--- config.mk ---
export PLATFORM = sky130hd
export DESIGN_NAME = pc_word_route_merge
export DESIGN_NICKNAME = d
export VERILOG_FILES = /design/src/rtl/pc_merge_pkg.sv /design/src/rtl/pc_word_route_merge_rr_arbiter.sv /design/src/rtl/pc_word_route_merge.sv
export SDC_FILE = /design/constraint.sdc
export NUM_CORES = 1
export LEC_CHECK = 0
export BUFFER_PORTS_ARGS = -buffer_cell sky130_fd_sc_hd__buf_4
export CORE_MARGIN = 5
export CORE_UTILIZATION = 30
export CTS_CLUSTER_DIAMETER = 150
export DETAILED_ROUTE_END_ITERATION = 10
export GPL_TIMING_DRIVEN = 0
export SYNTH_ARGS = -nofsm -noshare
export SYNTH_HDL_FRONTEND = slang
export SYNTH_SLANG_ARGS = --single-unit
--- constraint.sdc ---
create_clock -name clk -period 3.66 [get_ports clk]
set_input_delay 0.549 -clock clk [delete_from_list [all_inputs] [get_ports clk]]
set_output_delay 0.549 -clock clk [all_outputs]
set_load 0.01 [all_outputs]
--- src/rtl/pc_merge_pkg.sv ---
// Shared types, default widths and the round-robin grant function for the PC-word merge.
// Used by pc_word_route_merge (stats counters enabled with `define MERGE_STATS_EN).
package pc_merge_pkg;

  localparam int NIN_DEF    = 4;
  localparam int NCODE_DEF  = 8;
  localparam int NPAY_DEF   = 24;
  localparam int NROUTE_DEF = 10;
  localparam int NCNT_DEF   = 16;
  localparam int NMAX       = 16;

  typedef struct packed {
    logic [NCODE_DEF-1:0] code;
    logic [NPAY_DEF-1:0]  payload;
  } pc_word_t;

  typedef struct packed {
    logic [NCODE_DEF-1:0]  code;
    logic [NPAY_DEF-1:0]   payload;
    logic [NROUTE_DEF-1:0] route;
  } routed_pc_word_t;

  // One-hot grant for the first requester after ptr, scanning modulo n.
  function automatic logic [NMAX-1:0] rr_next(input logic [3:0] ptr,
                                               input logic [NMAX-1:0] req,
                                               input int n);
    logic [NMAX-1:0] g;
    logic            found;
    int              idx;
    g     = '0;
    found = 1'b0;
    for (int k = 1; k <= NMAX; k++) begin
      if (k <= n) begin
        idx = (int'(ptr) + k) % n;
        if (!found && req[idx]) begin
          g[idx] = 1'b1;
          found  = 1'b1;
        end
      end
    end
    return g;
  endfunction

endpackage

--- src/rtl/pc_word_route_merge_rr_arbiter.sv ---
// Round-robin arbiter owning the priority pointer; the pointer moves to the
// granted index only when the consumer advances.
module rr_arbiter
  import pc_merge_pkg::*;
#(
  parameter int N = 4,
  localparam int IW = (N > 1) ? $clog2(N) : 1
) (
  input  logic          clk,
  input  logic          reset,
  input  logic [N-1:0]  req,
  input  logic          advance,
  output logic [N-1:0]  grant,
  output logic [IW-1:0] grant_idx
);

  logic [IW-1:0]   r_ptr;
  logic [NMAX-1:0] w_req_ext;
  logic [NMAX-1:0] w_grant_full;
  logic            w_unused_hi;

  always_comb begin
    w_req_ext        = '0;
    w_req_ext[N-1:0] = req;
  end

  assign w_grant_full = rr_next(4'(r_ptr), w_req_ext, N);
  assign grant        = w_grant_full[N-1:0];
  assign w_unused_hi  = ^w_grant_full;

  always_comb begin
    grant_idx = '0;
    for (int i = 0; i < N; i++) begin
      if (grant[i]) grant_idx = IW'(i);
    end
  end

  // Reset pointer to the last index so input 0 wins first.
  always_ff @(posedge clk) begin
    if (reset) begin
      r_ptr <= IW'(N - 1);
    end else if (advance && (|req)) begin
      r_ptr <= grant_idx;
    end
  end

endmodule

--- src/rtl/pc_word_route_merge.sv ---
// N-way round-robin merge of v/a PC-word channels into one routed, registered output.
// Optional per-input transfer counters are built when `define MERGE_STATS_EN is set.
module pc_word_route_merge
  import pc_merge_pkg::*;
#(
  parameter int NIN    = NIN_DEF,
  parameter int NCODE  = NCODE_DEF,
  parameter int NPAY   = NPAY_DEF,
  parameter int NROUTE = NROUTE_DEF,
  parameter int NCNT   = NCNT_DEF,
  localparam int IW    = (NIN > 1) ? $clog2(NIN) : 1
) (
  input  logic                  clk,
  input  logic                  reset,
  input  logic [NIN*NCODE-1:0]  in_code,
  input  logic [NIN*NPAY-1:0]   in_payload,
  input  logic [NIN-1:0]        in_v,
  output logic [NIN-1:0]        in_a,
  output logic [NCODE-1:0]      out_code,
  output logic [NPAY-1:0]       out_payload,
  output logic [NROUTE-1:0]     out_route,
  output logic                  out_v,
  input  logic                  out_a,
  input  logic [NIN-1:0]        conf_en,
  input  logic [NIN*NROUTE-1:0] conf_route,
  input  logic                  stat_clear,
  output logic [NIN*NCNT-1:0]   stat_count
);

  logic              r_out_v;
  logic [NCODE-1:0]  r_code;
  logic [NPAY-1:0]   r_payload;
  logic [NROUTE-1:0] r_route;

  logic              w_load;
  logic              w_advance;
  logic [NIN-1:0]    w_req;
  logic [NIN-1:0]    w_grant;
  logic [IW-1:0]     w_idx;

  assign w_load    = !r_out_v || out_a;
  assign w_advance = w_load && !reset;
  assign w_req     = in_v & conf_en;

  rr_arbiter #(.N(NIN)) u_arb (
    .clk       (clk),
    .reset     (reset),
    .req       (w_req),
    .advance   (w_advance),
    .grant     (w_grant),
    .grant_idx (w_idx)
  );

  // Ack is suppressed during reset so no producer sees a word taken that is then dropped.
  assign in_a = w_advance ? w_grant : '0;

  always_ff @(posedge clk) begin
    if (reset) begin
      r_out_v   <= 1'b0;
      r_code    <= '0;
      r_payload <= '0;
      r_route   <= '0;
    end else if (w_load) begin
      if (|w_grant) begin
        r_out_v   <= 1'b1;
        r_code    <= in_code[w_idx*NCODE +: NCODE];
        r_payload <= in_payload[w_idx*NPAY +: NPAY];
        r_route   <= conf_route[w_idx*NROUTE +: NROUTE];
      end else begin
        r_out_v   <= 1'b0;
      end
    end
  end

  assign out_v       = r_out_v;
  assign out_code    = r_code;
  assign out_payload = r_payload;
  assign out_route   = r_route;

  always_ff @(posedge clk) begin
    if (!reset) begin
      assert ($onehot0(in_a) && ((in_a & ~in_v) == '0))
        else $error("in_a not one-hot or acked without valid: %b / %b", in_a, in_v);
    end
  end

`ifdef MERGE_STATS_EN
  logic [NCNT-1:0] r_cnt [NIN];

  for (genvar i = 0; i < NIN; i++) begin : g_cnt
    // Clear wins over increment; counters stick at all-ones.
    always_ff @(posedge clk) begin
      if (reset || stat_clear) begin
        r_cnt[i] <= '0;
      end else if (in_v[i] && in_a[i] && (r_cnt[i] != '1)) begin
        r_cnt[i] <= r_cnt[i] + 1'b1;
      end
    end
    assign stat_count[i*NCNT +: NCNT] = r_cnt[i];
  end
`else
  logic w_unused_clr;
  assign w_unused_clr = stat_clear;
  assign stat_count   = '0;
`endif

endmodule

# Word-level counts from Yosys, hierarchy flattened
# Index checks and enable logic that the tools add are counted.
op_classes:
  reduce_logical: 22
  n_bitwise: 8
  magnitude_cmp: 8
  shifts: 3
  mul: 2
  n_mux: 32
  addsub: 4
ops:
  columns: ["op", "count"]
  rows:
  - ["$shiftx 96x8->24", 1]
  - ["$shiftx 40x7->10", 1]
  - ["$shiftx 32x6->8", 1]
  - ["$lt 3x6->1 const B", 4]
  - ["$mux 4", 5]
  - ["$mux 1", 17]
  - ["$bmux 1 s3", 4]
  - ["$demux 1 s3", 4]
  - ["$ge 3x1->1 const B", 4]
  - ["$or 4x4->4", 3]
  - ["$logic_and 1x1->1", 9]
  - ["$reduce_or 2->1", 4]
  - ["$reduce_or 4->1", 2]
  - ["$logic_not 1->1", 5]
  - ["$mul 2x3->5 const B", 1]
  - ["$add 2x1->2 const B", 2]
  - ["$add 2x2->2 const B", 2]
  - ["$and 1x1->1 const A", 4]
  - ["$and 4x4->4", 1]
  - ["$mul 2x2->4 const B", 1]
  - ["$mux 2", 2]
  - ["$reduce_and 2->1", 1]
  - ["$logic_or 1x1->1", 1]
totals:
  in_bits: 180
  out_inout_bits: 111
  ff_bits: 45

# Logic depth before layout (Yosys ltp)
depth:
  depth_word: 21
  mapped_depth: 14
  mapped_depth_nobuf: 10

# Modules after synthesis
# Synthesis repeated with hierarchy kept, for this count alone.
hier_totals:
  hier_cells: 370
  area_unflattened_um2: 4085.2
by_module_without_submodules:
  columns: ["mod", "cells_each", "seq_area_each_um2", "instances", "area_per_inst_um2"]
  rows:
  - ["pc_word_route_merge", 323, 860.8, 1, 3622.2]
  - ["rr_arbiter", 47, 40.0, 1, 462.9]

# Worst setup path before layout
# Ideal clock, no wire load.
synth_path:
  path_kind: "reg-to-output"
  startpoint: "reg u_arb.r_ptr[0]"
  endpoint: "out in_a[3]"
  n_path_buf: 3
  path_stages_with_launch: 11
  setup_slack_ps: 805
  t_arrival_ps: 2306
  required_ps: 3111
  path_cell_list: "dfxtp_1 buf_4 inv_2 ha_1 mux4_2 nor2_2 a22oi_2 and3_1 buf_4 clkbuf_1 nor2_1"
synth_via:
  elab_chain_len: 17
  word_cells_on_any_way: 61
  classes_between: "4 x add/sub; 8 x order compare; 28 x mux; 7 x bitwise; 14 x reduce/logical"
synth_rtl:
  columns: ["item", "line", "source"]
  rows:
  - ["from (decl)", "pc_word_route_merge_rr_arbiter.sv:17", "logic [IW-1:0] r_ptr;"]
  - ["from (signal assigned)", "pc_word_route_merge_rr_arbiter.sv:41", "r_ptr <= IW'(N - 1);"]
  - ["from (signal assigned)", "pc_word_route_merge_rr_arbiter.sv:43", "r_ptr <= grant_idx;"]
  - ["branches (longest 15 deep; another with $lt 3x6->1)", null, null]
  - ["$mux 4 (*)", "pc_merge_pkg.sv:35", "if (!found && req[idx]) begin"]
  - ["$mux 4 (*)", "pc_word_route_merge.sv:55", "assign in_a = w_advance ? w_grant : '0;"]
  - ["to (decl)", "pc_word_route_merge.sv:18", "output logic [NIN-1:0] in_a,"]
# Mark *: on every way between the ends. The select of a mux whose other input is x is not followed.

# Worst setup path in the final report
layout_path:
  startpoint: "reg u_arb.r_ptr[0]"
  endpoint: "reg r_payload[14] (netlist: out_payload[14])"
layout_via:
  elab_chain_len: 21
  word_cells_on_any_way: 67
  classes_between: "4 x add/sub; 1 x mul; 8 x order compare; 1 x shift; 30 x mux; 7 x bitwise; 16 x reduce/logical"
layout_rtl:
  columns: ["item", "line", "source"]
  rows:
  - ["branches (longest 15 deep; another with $lt 3x6->1)", null, null]
  - ["$mux 4 (*)", "pc_merge_pkg.sv:35", null]
  - ["$mux 1", "pc_word_route_merge_rr_arbiter.sv:34", "if (grant[i]) grant_idx = IW'(i);"]
  - ["$mux 2 (2 in a row)", "pc_word_route_merge_rr_arbiter.sv:34", null]
  - ["$mul 2x2->4", "pc_word_route_merge.sv:67", "r_payload <= in_payload[w_idx*NPAY +: NPAY];"]
  - ["$shiftx 96x8->24", "pc_word_route_merge.sv:67", null]
  - ["to (signal assigned)", "pc_word_route_merge.sv:67", null]
  - ["to (decl)", "pc_word_route_merge.sv:32", "logic [NPAY-1:0] r_payload;"]
# Marked as above.
# A chain may end at the register's enable or synchronous reset.

==> impl_table.tex <==
\begin{tabular}{lr}
\hline
Metric & Value \\
\hline
\multicolumn{2}{l}{\textbf{Hold path}} \\
Number of instances on the worst hold path & 2 \\
Class of the tightest hold or removal check & reg2reg \\
\multicolumn{2}{l}{\textbf{Power and ir drop}} \\
Power Density & 1020 nW/um\^{}2 \\
Total Power Consumption & between 0.006 and 0.007 W \\
Static leakage & 2.70 nW \\
IR Drop Worst-Case VDD & 0.000545 V \\
\multicolumn{2}{l}{\textbf{STA}} \\
Post-layout worst setup margin & 0.173 ns \\
Minimum period implied by the final worst setup slack & about 3.5 ns \\
Fmax achieved & approximately 290 MHz \\
Clock Skew & 0.00564 ns \\
RSZ-0062 raised after global routing & false \\
Final hold violation count & 0 \\
Post-route worst hold slack & slightly below 0.5 ns \\
Max Slew Vio Count & 0 \\
Total Neg Setup Slack & 0 ns \\
Rel. slew slack & 0.522 \\
Pin slew with the least headroom to its limit & around 0.72 ns \\
Final number of setup-violating endpoints & 0 \\
Final period util & 0.953 \\
\multicolumn{2}{l}{\textbf{Critical path}} \\
Crit path largest cell delay & about 0.48 ns \\
Critical Path Slowest Stage Cell & sky130\_fd\_sc\_hd\_\_o2111ai\_2 \\
Instance count on the critical path & 11 \\
WP data required & between 3 and 4 ns \\
Reg2Reg Depth & 11 \\
Data arrival, critical path & about 3.7 ns \\
Worst Path Buf+Inv & 3 \\
Crit path max-delay family & compound AO/OA/AOI/OAI gates \\
Sequence of cells on the critical path & buf\_4 -> inv\_2 -> ha\_1 -> a211o\_1 -> mux2i\_1 -> o21a\_2 -> a21oi\_2 -> o2111ai\_2 -> clkbuf\_1 -> o221ai\_1 -> a311oi\_2 \\
CP Capture Type & register \\
Largest fanout on the critical path & 10 \\
Critical path class & reg2reg \\
Launching element type of the critical path & register \\
\multicolumn{2}{l}{\textbf{Synth}} \\
Proportion of register bits with asynchronous set or reset after synthesis & 0 \\
Sequential share of the synthesized area & 0.243 \\
Number of flops mapped to enable cells by yosys & 0 \\
Top-count cell post-synth & sky130\_fd\_sc\_hd\_\_o221ai\_1 \\
Distinct cell type count of the synthesized netlist & between 40 and 50 \\
Synth top cells by count & sky130\_fd\_sc\_hd\_\_o221ai\_1 (84), sky130\_fd\_sc\_hd\_\_buf\_4 (73), sky130\_fd\_sc\_hd\_\_dfxtp\_1 (45), sky130\_fd\_sc\_hd\_\_nor2\_1 (45), sky130\_fd\_sc\_hd\_\_a311oi\_2 (40) \\
Most used flip-flop cell after synthesis & sky130\_fd\_sc\_hd\_\_dfxtp\_1 \\
Mean area per synthesized cell & $\sim$9.4 sq um \\
Top cells by area, synth & sky130\_fd\_sc\_hd\_\_dfxtp\_1 (24\%), sky130\_fd\_sc\_hd\_\_o221ai\_1 (20\%), sky130\_fd\_sc\_hd\_\_a311oi\_2 (16\%) \\
Synth Warn \# & 0 \\
Portion of synthesized cell area occupied by the leading cell type & 0.243 \\
Post-synthesis instance area & 3710 sq um \\
Cells after synthesis & just under 400 \\
Library cell occupying the most area in the post-synthesis netlist & sky130\_fd\_sc\_hd\_\_dfxtp\_1 \\
FF+latch count, synth & 45 \\
\multicolumn{2}{l}{\textbf{Final layout}} \\
Total area of sequential cells & 901 sq um \\
Area growth, synth to finish & 62.0\% \\
Area of combinational cells with multiple inputs & around 2300 sq um \\
Total Nets Final & between 800 and 900 \\
Fill cells & $\sim$1,100 \\
Number of cells in the finished layout apart from fillers & $\sim$860 \\
Share of final-layout standard cells stronger than drive strength 1 & 0.539 \\
Diodes inserted & 0 \\
\multicolumn{2}{l}{\textbf{Clocking}} \\
Clk slew on worst S/H paths & about 0.06 ns \\
CTS H-tree depth & 2 \\
Number of clock buffers inserted by TritonCTS & 5 \\
Clock Latency Late Sink & between 0.2 and 0.3 ns \\
Max Buffers Root-to-Sink & 2 \\
Clock root buffer & sky130\_fd\_sc\_hd\_\_clkbuf\_16 \\
CTS sink count & 45 \\
Clock tree from TritonCTS & done \\
Cts hold-fix bufs & 0 \\
\multicolumn{2}{l}{\textbf{Floorplanning}} \\
Die boundary height & 121 microns \\
Overall die area & 14,700 sq um \\
Row cnt & 40 \\
Floorplan die width & 121 microns \\
Top Ports & about 290 \\
Placeable core region & 12,100 sq um \\
Starting Density & 0.308 \\
\multicolumn{2}{l}{\textbf{Route}} \\
Vias per Instance & approximately 5 \\
Number of remaining DRC errors & 0 \\
Routed WL per cell & roughly 18 microns \\
First-pass detailed-route iteration total & 4 \\
First-iteration detailed-routing DRC count & between 300 and 400 \\
Detail Route Antenna Nets & 0 \\
Overall routed net length & between 15 and 20 mm \\
Via count & about 4,200 \\
\multicolumn{2}{l}{\textbf{Placed design}} \\
Number of buffers added on ports & 224 \\
GPL Wtd Cong & 0.883 \\
Post-detail-place hpwl & 12.7 mm \\
Pre-CTS setup slack & about 0.26 ns \\
Placed Instances & approximately 850 \\
\multicolumn{2}{l}{\textbf{Run status}} \\
Outcome & finished clean \\
\multicolumn{2}{l}{\textbf{Global route}} \\
Number of global-route vias before repair & between 4,000 and 5,000 \\
Antenna violations before repair & 0 \\
Congestion Overflow GR & 0 \\
Global-route usage over all layers & 0.197 \\
First-pass GRT wire length & 23.2 mm \\
Largest net degree at the start of global routing & 15 \\
\multicolumn{2}{l}{\textbf{Job}} \\
Max-capacitance violation count & 0 \\
\hline
\end{tabular}
sequential cells by signal, indices dropped and copies added, names as in the netlist:
register,count
out_v,1
out_payload,24
out_code,8
out_route,10
u_arb.r_ptr,2
kinds of logic after synthesis:
group | count (synthesis) | synth area share
muxes | 3 | 0.0148
buffers and inverters | 108 | 0.196
other | 1 | 0.00101
and+or+nand+nor | 81 | 0.101
DFF | 45 | 0.243
AOI/OAI and AO/OA | 148 | 0.418
adders and majority gates | 8 | 0.0270
per-layer routing:
metal | vias up | wire length (microns) | GRT usage
met3 | 24 | 1150 | 0.0420
met2 | 202 | 7760 | 0.344
met5 | - | 0 | 0
li1 | 2045 | - | -
met1 | 1933 | 6230 | 0.244
met4 | 0 | 390 | 0.0574
stage by stage:
step	util	cell area (sq um)
global placement	0.484	5840
floorplan	-	3950
detailed placement	0.484	5840
finish	0.498	6010
CTS	0.499	6020
global route	0.498	6010
worst register-to-register path: stages, from the launching register on:
cell                        delay (ns)
sky130_fd_sc_hd__dfxtp_1          0.41
sky130_fd_sc_hd__buf_4            0.20
sky130_fd_sc_hd__inv_2            0.09
sky130_fd_sc_hd__ha_1             0.36
sky130_fd_sc_hd__a211o_1          0.25
sky130_fd_sc_hd__mux2i_1          0.16
sky130_fd_sc_hd__o21a_2           0.25
sky130_fd_sc_hd__a21oi_2          0.10
sky130_fd_sc_hd__o2111ai_2        0.48
sky130_fd_sc_hd__clkbuf_1         0.46
sky130_fd_sc_hd__o221ai_1         0.31
sky130_fd_sc_hd__a311oi_2         0.31
power by group:
| part | switching [W] | internal [W] | leakage, nW |
|---|---|---|---|
| clock | 0.000188 | 0.000341 | 0.0831 |
| sequential | 0.000122 | 0.000707 | 0.374 |
| combinational | 0.00287 | 0.00193 | 2.25 |
| total | 0.00318 | 0.00298 | 2.70 |
path summary, 6_finish.rpt:
path | startpoint | end | slack, ns
max | u_arb.r_ptr[0] | out_payload[14] | 0.17
max reg2reg | u_arb.r_ptr[0] | out_payload[14] | 0.17
min | out_payload[10] | out_payload[10] | 0.50
min reg2reg | out_payload[10] | out_payload[10] | 0.50
cell usage in the layout, fill, tap and decap left out, types with 2 or more instances in the layout:
cell and instances:
sky130_fd_sc_hd__buf_4 297, sky130_fd_sc_hd__mux4_2 2, sky130_fd_sc_hd__conb_1 64, sky130_fd_sc_hd__nand4_1 2
sky130_fd_sc_hd__nand2_1 11, sky130_fd_sc_hd__nand2b_1 2, sky130_fd_sc_hd__o221ai_1 84, sky130_fd_sc_hd__a311oi_1 2
sky130_fd_sc_hd__ha_1 8, sky130_fd_sc_hd__clkbuf_1 19, sky130_fd_sc_hd__a311oi_2 40, sky130_fd_sc_hd__nand4b_1 2
sky130_fd_sc_hd__buf_2 7, sky130_fd_sc_hd__o21ai_0 3, sky130_fd_sc_hd__dfxtp_1 45, sky130_fd_sc_hd__and2_1 3
sky130_fd_sc_hd__nor2_1 45, sky130_fd_sc_hd__nand3_1 6, sky130_fd_sc_hd__a22oi_2 2, sky130_fd_sc_hd__buf_6 5
sky130_fd_sc_hd__a21oi_1 3, sky130_fd_sc_hd__clkbuf_16 5, sky130_fd_sc_hd__nor3_1 4
area by class of cell:
| cell class | instances | area share |
|---|---|---|
| multi-input combinational | 304 | 0.386 |
| timing repair buffer | 224 | 0.280 |
| sequential | 45 | 0.150 |
| buffer | 105 | 0.119 |
| tap | 168 | 0.0350 |
| clock buffer | 6 | 0.0231 |
| clock inverter | 2 | 0.00624 |
| inverter | 2 | 0.00125 |
timing repair:
action,4_1_cts,5_1_grt
buffers inserted,0,0
resized for setup,0,0
setup endpoints to repair,0,1
No activity file was read; power rests on OpenSTA's default activity.
